[src/rtl/ctech_lib_latch_wr_seq_if.sv]
// Write-request handshake bundle for the latch write sequencer.
// The master presents a request and the sequencer answers with wr_rdy.
interface ctech_lib_latch_wr_seq_if #(
    parameter int DEPTH = 8,
    parameter int WIDTH = 16
);
    localparam int AW = (DEPTH > 1) ? $clog2(DEPTH) : 1;

    logic             wr_vld;
    logic             wr_rdy;
    logic [AW-1:0]    wr_addr;
    logic [WIDTH-1:0] wr_data;

    modport master (output wr_vld, output wr_addr, output wr_data, input wr_rdy);
    modport slave  (input wr_vld, input wr_addr, input wr_data, output wr_rdy);
endinterface

[src/rtl/ctech_lib_latch_wr_seq.sv]
// Write sequencer for a bank of phase latches: stages data one cycle ahead of
// a one-hot, single-cycle latch-open enable and holds it one cycle after.
module ctech_lib_latch_wr_seq #(
    parameter int DEPTH = 8,
    parameter int WIDTH = 16,
    localparam int AW   = (DEPTH > 1) ? $clog2(DEPTH) : 1
) (
    input  logic                   clk,
    input  logic                   rst_b,
    ctech_lib_latch_wr_seq_if.slave wr,
    output logic [WIDTH-1:0]       lat_d,
    output logic [DEPTH-1:0]       lat_en,
    output logic                   busy,
    output logic                   err_addr,
    output logic [7:0]             wr_cnt
);
    typedef enum logic [1:0] {
        IDLE  = 2'd0,
        SETUP = 2'd1,
        OPEN  = 2'd2,
        HOLD  = 2'd3
    } state_t;

    state_t           r_state;
    logic [AW-1:0]    r_addr;
    logic [WIDTH-1:0] r_lat_d;
    logic [DEPTH-1:0] r_lat_en;
    logic             r_err;
    logic [7:0]       r_cnt;

    logic w_rdy;
    logic w_xfer;
    logic w_addr_ok;
    logic w_take;

    function automatic logic [DEPTH-1:0] f_onehot(input logic [AW-1:0] a);
        return {{(DEPTH-1){1'b0}}, 1'b1} << a;
    endfunction

    function automatic logic [7:0] f_sat_inc(input logic [7:0] c);
        return (c == 8'hFF) ? c : c + 8'd1;
    endfunction

    assign w_rdy     = (r_state == IDLE) || (r_state == HOLD);
    assign w_xfer    = wr.wr_vld && w_rdy;
    assign w_addr_ok = (32'(wr.wr_addr) < 32'(DEPTH));
    assign w_take    = w_xfer && w_addr_ok;

    // Request capture: data goes straight onto the latch bus, the address waits for OPEN.
    always_ff @(posedge clk or negedge rst_b) begin
        if (!rst_b) begin
            r_state  <= IDLE;
            r_lat_d  <= '0;
            r_lat_en <= '0;
            r_err    <= 1'b0;
            r_cnt    <= 8'd0;
        end else begin
            r_err <= w_xfer && !w_addr_ok;
            case (r_state)
                IDLE: begin
                    if (w_take) begin
                        r_lat_d <= wr.wr_data;
                        r_state <= SETUP;
                    end
                end
                SETUP: begin
                    r_lat_en <= f_onehot(r_addr);
                    r_state  <= OPEN;
                end
                OPEN: begin
                    r_lat_en <= '0;
                    r_cnt    <= f_sat_inc(r_cnt);
                    r_state  <= HOLD;
                end
                HOLD: begin
                    if (w_take) begin
                        r_lat_d <= wr.wr_data;
                        r_state <= SETUP;
                    end else begin
                        r_state <= IDLE;
                    end
                end
                default: r_state <= IDLE;
            endcase
        end
    end

    // Captured target entry; only meaningful while a write is in flight.
    always_ff @(posedge clk) begin
        if (w_take) begin
            r_addr <= wr.wr_addr;
        end
    end

    assign wr.wr_rdy = w_rdy;
    assign lat_d     = r_lat_d;
    assign lat_en    = r_lat_en;
    assign busy      = (r_state != IDLE);
    assign err_addr  = r_err;
    assign wr_cnt    = r_cnt;
endmodule

[src/flat_wrapper.sv]
// flat-port wrapper written by rule: the top's interface ports become plain ports
module ctech_lib_latch_wr_seq_flat 
#(
    parameter int DEPTH = 8,
    parameter int WIDTH = 16,
    localparam int AW   = (DEPTH > 1) ? $clog2(DEPTH) : 1
)
  (clk, rst_b, lat_d, lat_en, busy, err_addr, wr_cnt, wr_wr_vld, wr_wr_addr, wr_wr_data, wr_wr_rdy);
  ctech_lib_latch_wr_seq_if #(.DEPTH(DEPTH), .WIDTH(WIDTH)) wr_i ();
  input  logic clk;
  input  logic rst_b;
  output logic [WIDTH-1:0] lat_d;
  output logic [DEPTH-1:0] lat_en;
  output logic busy;
  output logic err_addr;
  output logic [7:0] wr_cnt;
  input wire logic [$bits(wr_i.wr_vld)-1:0] wr_wr_vld;
  input wire logic [$bits(wr_i.wr_addr)-1:0] wr_wr_addr;
  input wire logic [$bits(wr_i.wr_data)-1:0] wr_wr_data;
  output wire logic [$bits(wr_i.wr_rdy)-1:0] wr_wr_rdy;
  assign wr_i.wr_vld = wr_wr_vld;
  assign wr_i.wr_addr = wr_wr_addr;
  assign wr_i.wr_data = wr_wr_data;
  assign wr_wr_rdy = wr_i.wr_rdy;
  ctech_lib_latch_wr_seq #(.DEPTH(DEPTH), .WIDTH(WIDTH)) u_core (.clk(clk), .rst_b(rst_b), .wr(wr_i), .lat_d(lat_d), .lat_en(lat_en), .busy(busy), .err_addr(err_addr), .wr_cnt(wr_cnt));
endmodule
[config.mk]
export PLATFORM = sky130hd
export DESIGN_NAME = ctech_lib_latch_wr_seq_flat
export DESIGN_NICKNAME = d
export VERILOG_FILES = /design/src/rtl/ctech_lib_latch_wr_seq_if.sv /design/src/rtl/ctech_lib_latch_wr_seq.sv /design/src/flat_wrapper.sv
export SDC_FILE = /design/constraint.sdc
export NUM_CORES = 1
export LEC_CHECK = 0
export ABC_AREA = 1
export CAP_MARGIN = 10
export CORE_MARGIN = 10
export CORE_UTILIZATION = 26
export CTS_BUF_LIST = sky130_fd_sc_hd__clkbuf_8
export CTS_CLUSTER_DIAMETER = 80
export CTS_CLUSTER_SIZE = 12
export DETAILED_ROUTE_END_ITERATION = 16
export GPL_TIMING_DRIVEN = 0
export MAX_ROUTING_LAYER = met4
export SYNTH_ARGS = -nofsm -noshare
export SYNTH_HDL_FRONTEND = slang
export SYNTH_SLANG_ARGS = --single-unit
[constraint.sdc]
create_clock -name clk -period 2.91 [get_ports clk]
set_input_delay 0.4365 -clock clk [delete_from_list [all_inputs] [get_ports clk]]
set_output_delay 0.4365 -clock clk [all_outputs]
set_load 0.02 [all_outputs]
==> results.yml <==
status:
  status: "finished clean"
detailed_routing:
  drt-wirelength-per-cell_um: 12.2
  via_count: 1356
  drt_wl_total_um: 3970
  ant_nets: 0
  dr.pass1.iters: 4
  vias_per_cell: 4.17
  drc_errors: 0
  drt_iter0_drc: 56
timing:
  maxSlewViolCount: 0
  layout_setup_ws_ps: 549
  fin_skew_ps: 4.71
  hold_viol_final: 0
  worst_pin_slew_ps: 781
  max_freq_mhz: 424
  setup_violations: 0
  slew-limit-headroom_pct: 47.9
  fin_crit_sh_pct: 81.1
  period_minus_slack_ps: 2360
  rsz0062_at_grt: "no"
  tns_ps: 0
hold_path:
  hold_class: "in2async"
setup_path:
  cp.arrival_ps: 1920
  cp-end-kind: "output port"
  critPathMaxFanout: 10
  crit_type: "reg2out"
  cp.required_ps: 2470
  r2r_cells: 6
  worstReg2RegEnd: "u_core.r_addr[0]$_DFFE_PP_"
  crit_end: "wr_wr_rdy"
  r2r_slack_ps: 1250
  startpoint: "u_core.r_state[0]$_DFFE_PN0P_"
  r2r-start: "u_core.r_state[0]$_DFFE_PN0P_"
  cp-start-kind: "register"
synthesis:
  synth_cell_type_count: 25
  netlist_area_um2: 1680
  ys_async_sr_fraction_pct: 91.9
  syn_inst: 185
  yosys_warnings: 0
  synth_area_leaders: "dfrtp_1, nand2_1, edfxtp_1"
  synth_edf_count: 3
  synth_common_cells: "nand2_1, dfrtp_1, o21ai_0, inv_1, nand2_2"
  synth-seq-cells: 37
  avgSynthCellArea_um2: 9.06
  syn-num-nets: 212
  synth_top_area_share_pct: 50.7
  synth_top_area_cell: "dfrtp_1"
  synth.most_common_cell: "nand2_1"
  yosysSeqAreaShare_pct: 56.1
  synth-main-ff-cell: "dfrtp_1"
cts:
  htreeDepth: 2
  post_cts_resized: 0
  cts_sinks: 37
  cts_tree: "yes"
  cts-root-buf: "clkbuf_8"
  post_cts_buffers: 0
  clock_path_buffers: 2
  postCtsHoldBufs: 0
  insertion_delay_ps: 280
  cts_buffers: 5
  clk_pin_slew_ps: 70
grt:
  grt_pass1_vias: 1360
  grt_pass1_wl_um: 6700
  grt_max_degree: 35
  grt_overflow: 0
  grt_usage_pct: 8.48
  antenna_found_initial: 0
cells_and_area:
  n_antenna_cell: 0
  n_fill_cell: 656
  nNetsFinal: 274
  layout-drive-gt1-share_pct: 10.5
  area_delta_synth_final_pct: 43.1
  finalNonFillerCells: 325
floorplanning:
  ios: 57
  start_util_pct: 26.6
  core_um2: 6310
  die_h_um: 100
  die_x_um: 100
  die_area_um2: 10100
  rows: 29
power_and_ir_drop:
  power_mw: 2.56
  power.density_nw_per_um2: 1070
  ir_drop_v: 0.000384
  p_leak_nw: 1.13
place:
  gp_congestion: 0.706
  hpwl_um: 3000
  placed_cells_incl_taps: 317
  pre_cts_ws_ps: 833
  numPortBuffers: 55
flow_run:
  drv_cap: 0
-- cells by family after synthesis --
logic type               Yosys count  share of synthesized area (%)
AO/OA/AOI/OAI                     13                           3.88
XOR/XNOR                           2                           1.04
adder cells (fa/ha/maj)            5                           3.73
buffers and inverters             17                           5.60
flip-flops                        37                           56.1
other                              1                          0.224
AND/OR/NAND/NOR                  110                           29.4
-- cells in the final DEF (no fill, tap or decap), drive strengths merged --
master | netlist | layout
buf | 3 | 4
clkbuf | 0 | 5
clkdlybuf4s50 | 0 | 54
conb | 1 | 1
dfrtp | 34 | 34
edfxtp | 3 | 3
ha | 5 | 5
inv | 14 | 17
nand2 | 97 | 97
nand3 | 4 | 4
nand3b | 2 | 2
nor2 | 5 | 5
nor3 | 1 | 1
o21ai | 13 | 13
or2 | 1 | 1
xnor2 | 1 | 1
xor2 | 1 | 1
-- stage by stage --
step | hold slack (ps) | utilization, % | instance area (um^2)
final | 227 | 38.0 | 2400
after floorplan | 141 | - | 1680
after detailed placement | 468 | 36.7 | 2320
after global routing | 286 | 38.0 | 2400
after global placement | 461 | 36.8 | 2320
after CTS | 268 | 38.0 | 2400
-- critical path, stage by stage (launching register included) --
cell             delay [ps]
dfrtp_1                 390
inv_1                    90
ha_1                    370
inv_4                   160
clkdlybuf4s50_1         630
-- where the power goes --
| group | internal (mW) | switching (mW) | leakage (nW) | total (mW) |
|---|---|---|---|---|
| logic | 0.580 | 0.769 | 0.617 | 1.35 |
| clock network | 0.160 | 0.179 | 0.0519 | 0.339 |
| registers | 0.733 | 0.135 | 0.465 | 0.868 |
-- sequential cells by signal (all words and copies together), names as in the netlist --
signal	cells
u_core.wr_cnt	8
u_core.lat_en	8
u_core.r_state	2
u_core.lat_d	16
u_core.r_addr	3
-- how the worst min path moves through the flow --
stage	cells past startpoint	end	slack, ps	startpoint
final	1	u_core.wr_cnt[3]$_DFFE_PN0P_	230	rst_b
after detailed placement	2	u_core.lat_d[7]$_DFFE_PN0P_	470	u_core.lat_d[7]$_DFFE_PN0P_
after global placement	2	u_core.lat_d[2]$_DFFE_PN0P_	460	u_core.lat_d[2]$_DFFE_PN0P_
after CTS	1	u_core.lat_d[1]$_DFFE_PN0P_	270	rst_b
after global routing	1	u_core.wr_cnt[3]$_DFFE_PN0P_	290	rst_b
after floorplan	0	u_core.lat_d[0]$_DFFE_PN0P_	140	rst_b
-- layer usage --
layer | global-route usage, % | part of all wire, % | vias to the layer above
met4 | 2.28 | 0.53 | 0
met3 | 3.57 | 6.6 | 3
li1 | - | - | 691
met2 | 12.8 | 47 | 43
met5 | - | 0 | -
met1 | 10.2 | 45 | 619
-- layout make-up --
cell class	count	area (um^2)	area share (%)
Multi-Input combinational cell	131	642	26.8
Clock buffer	5	68.8	2.87
Inverter	14	60.1	2.50
Buffer	3	33.8	1.41
Timing Repair Buffer	55	546	22.7
Tap cell	77	96.3	4.02
Sequential cell	37	941	39.2
Clock inverter	3	11.3	0.469
Power figures use the tool's default switching activity.
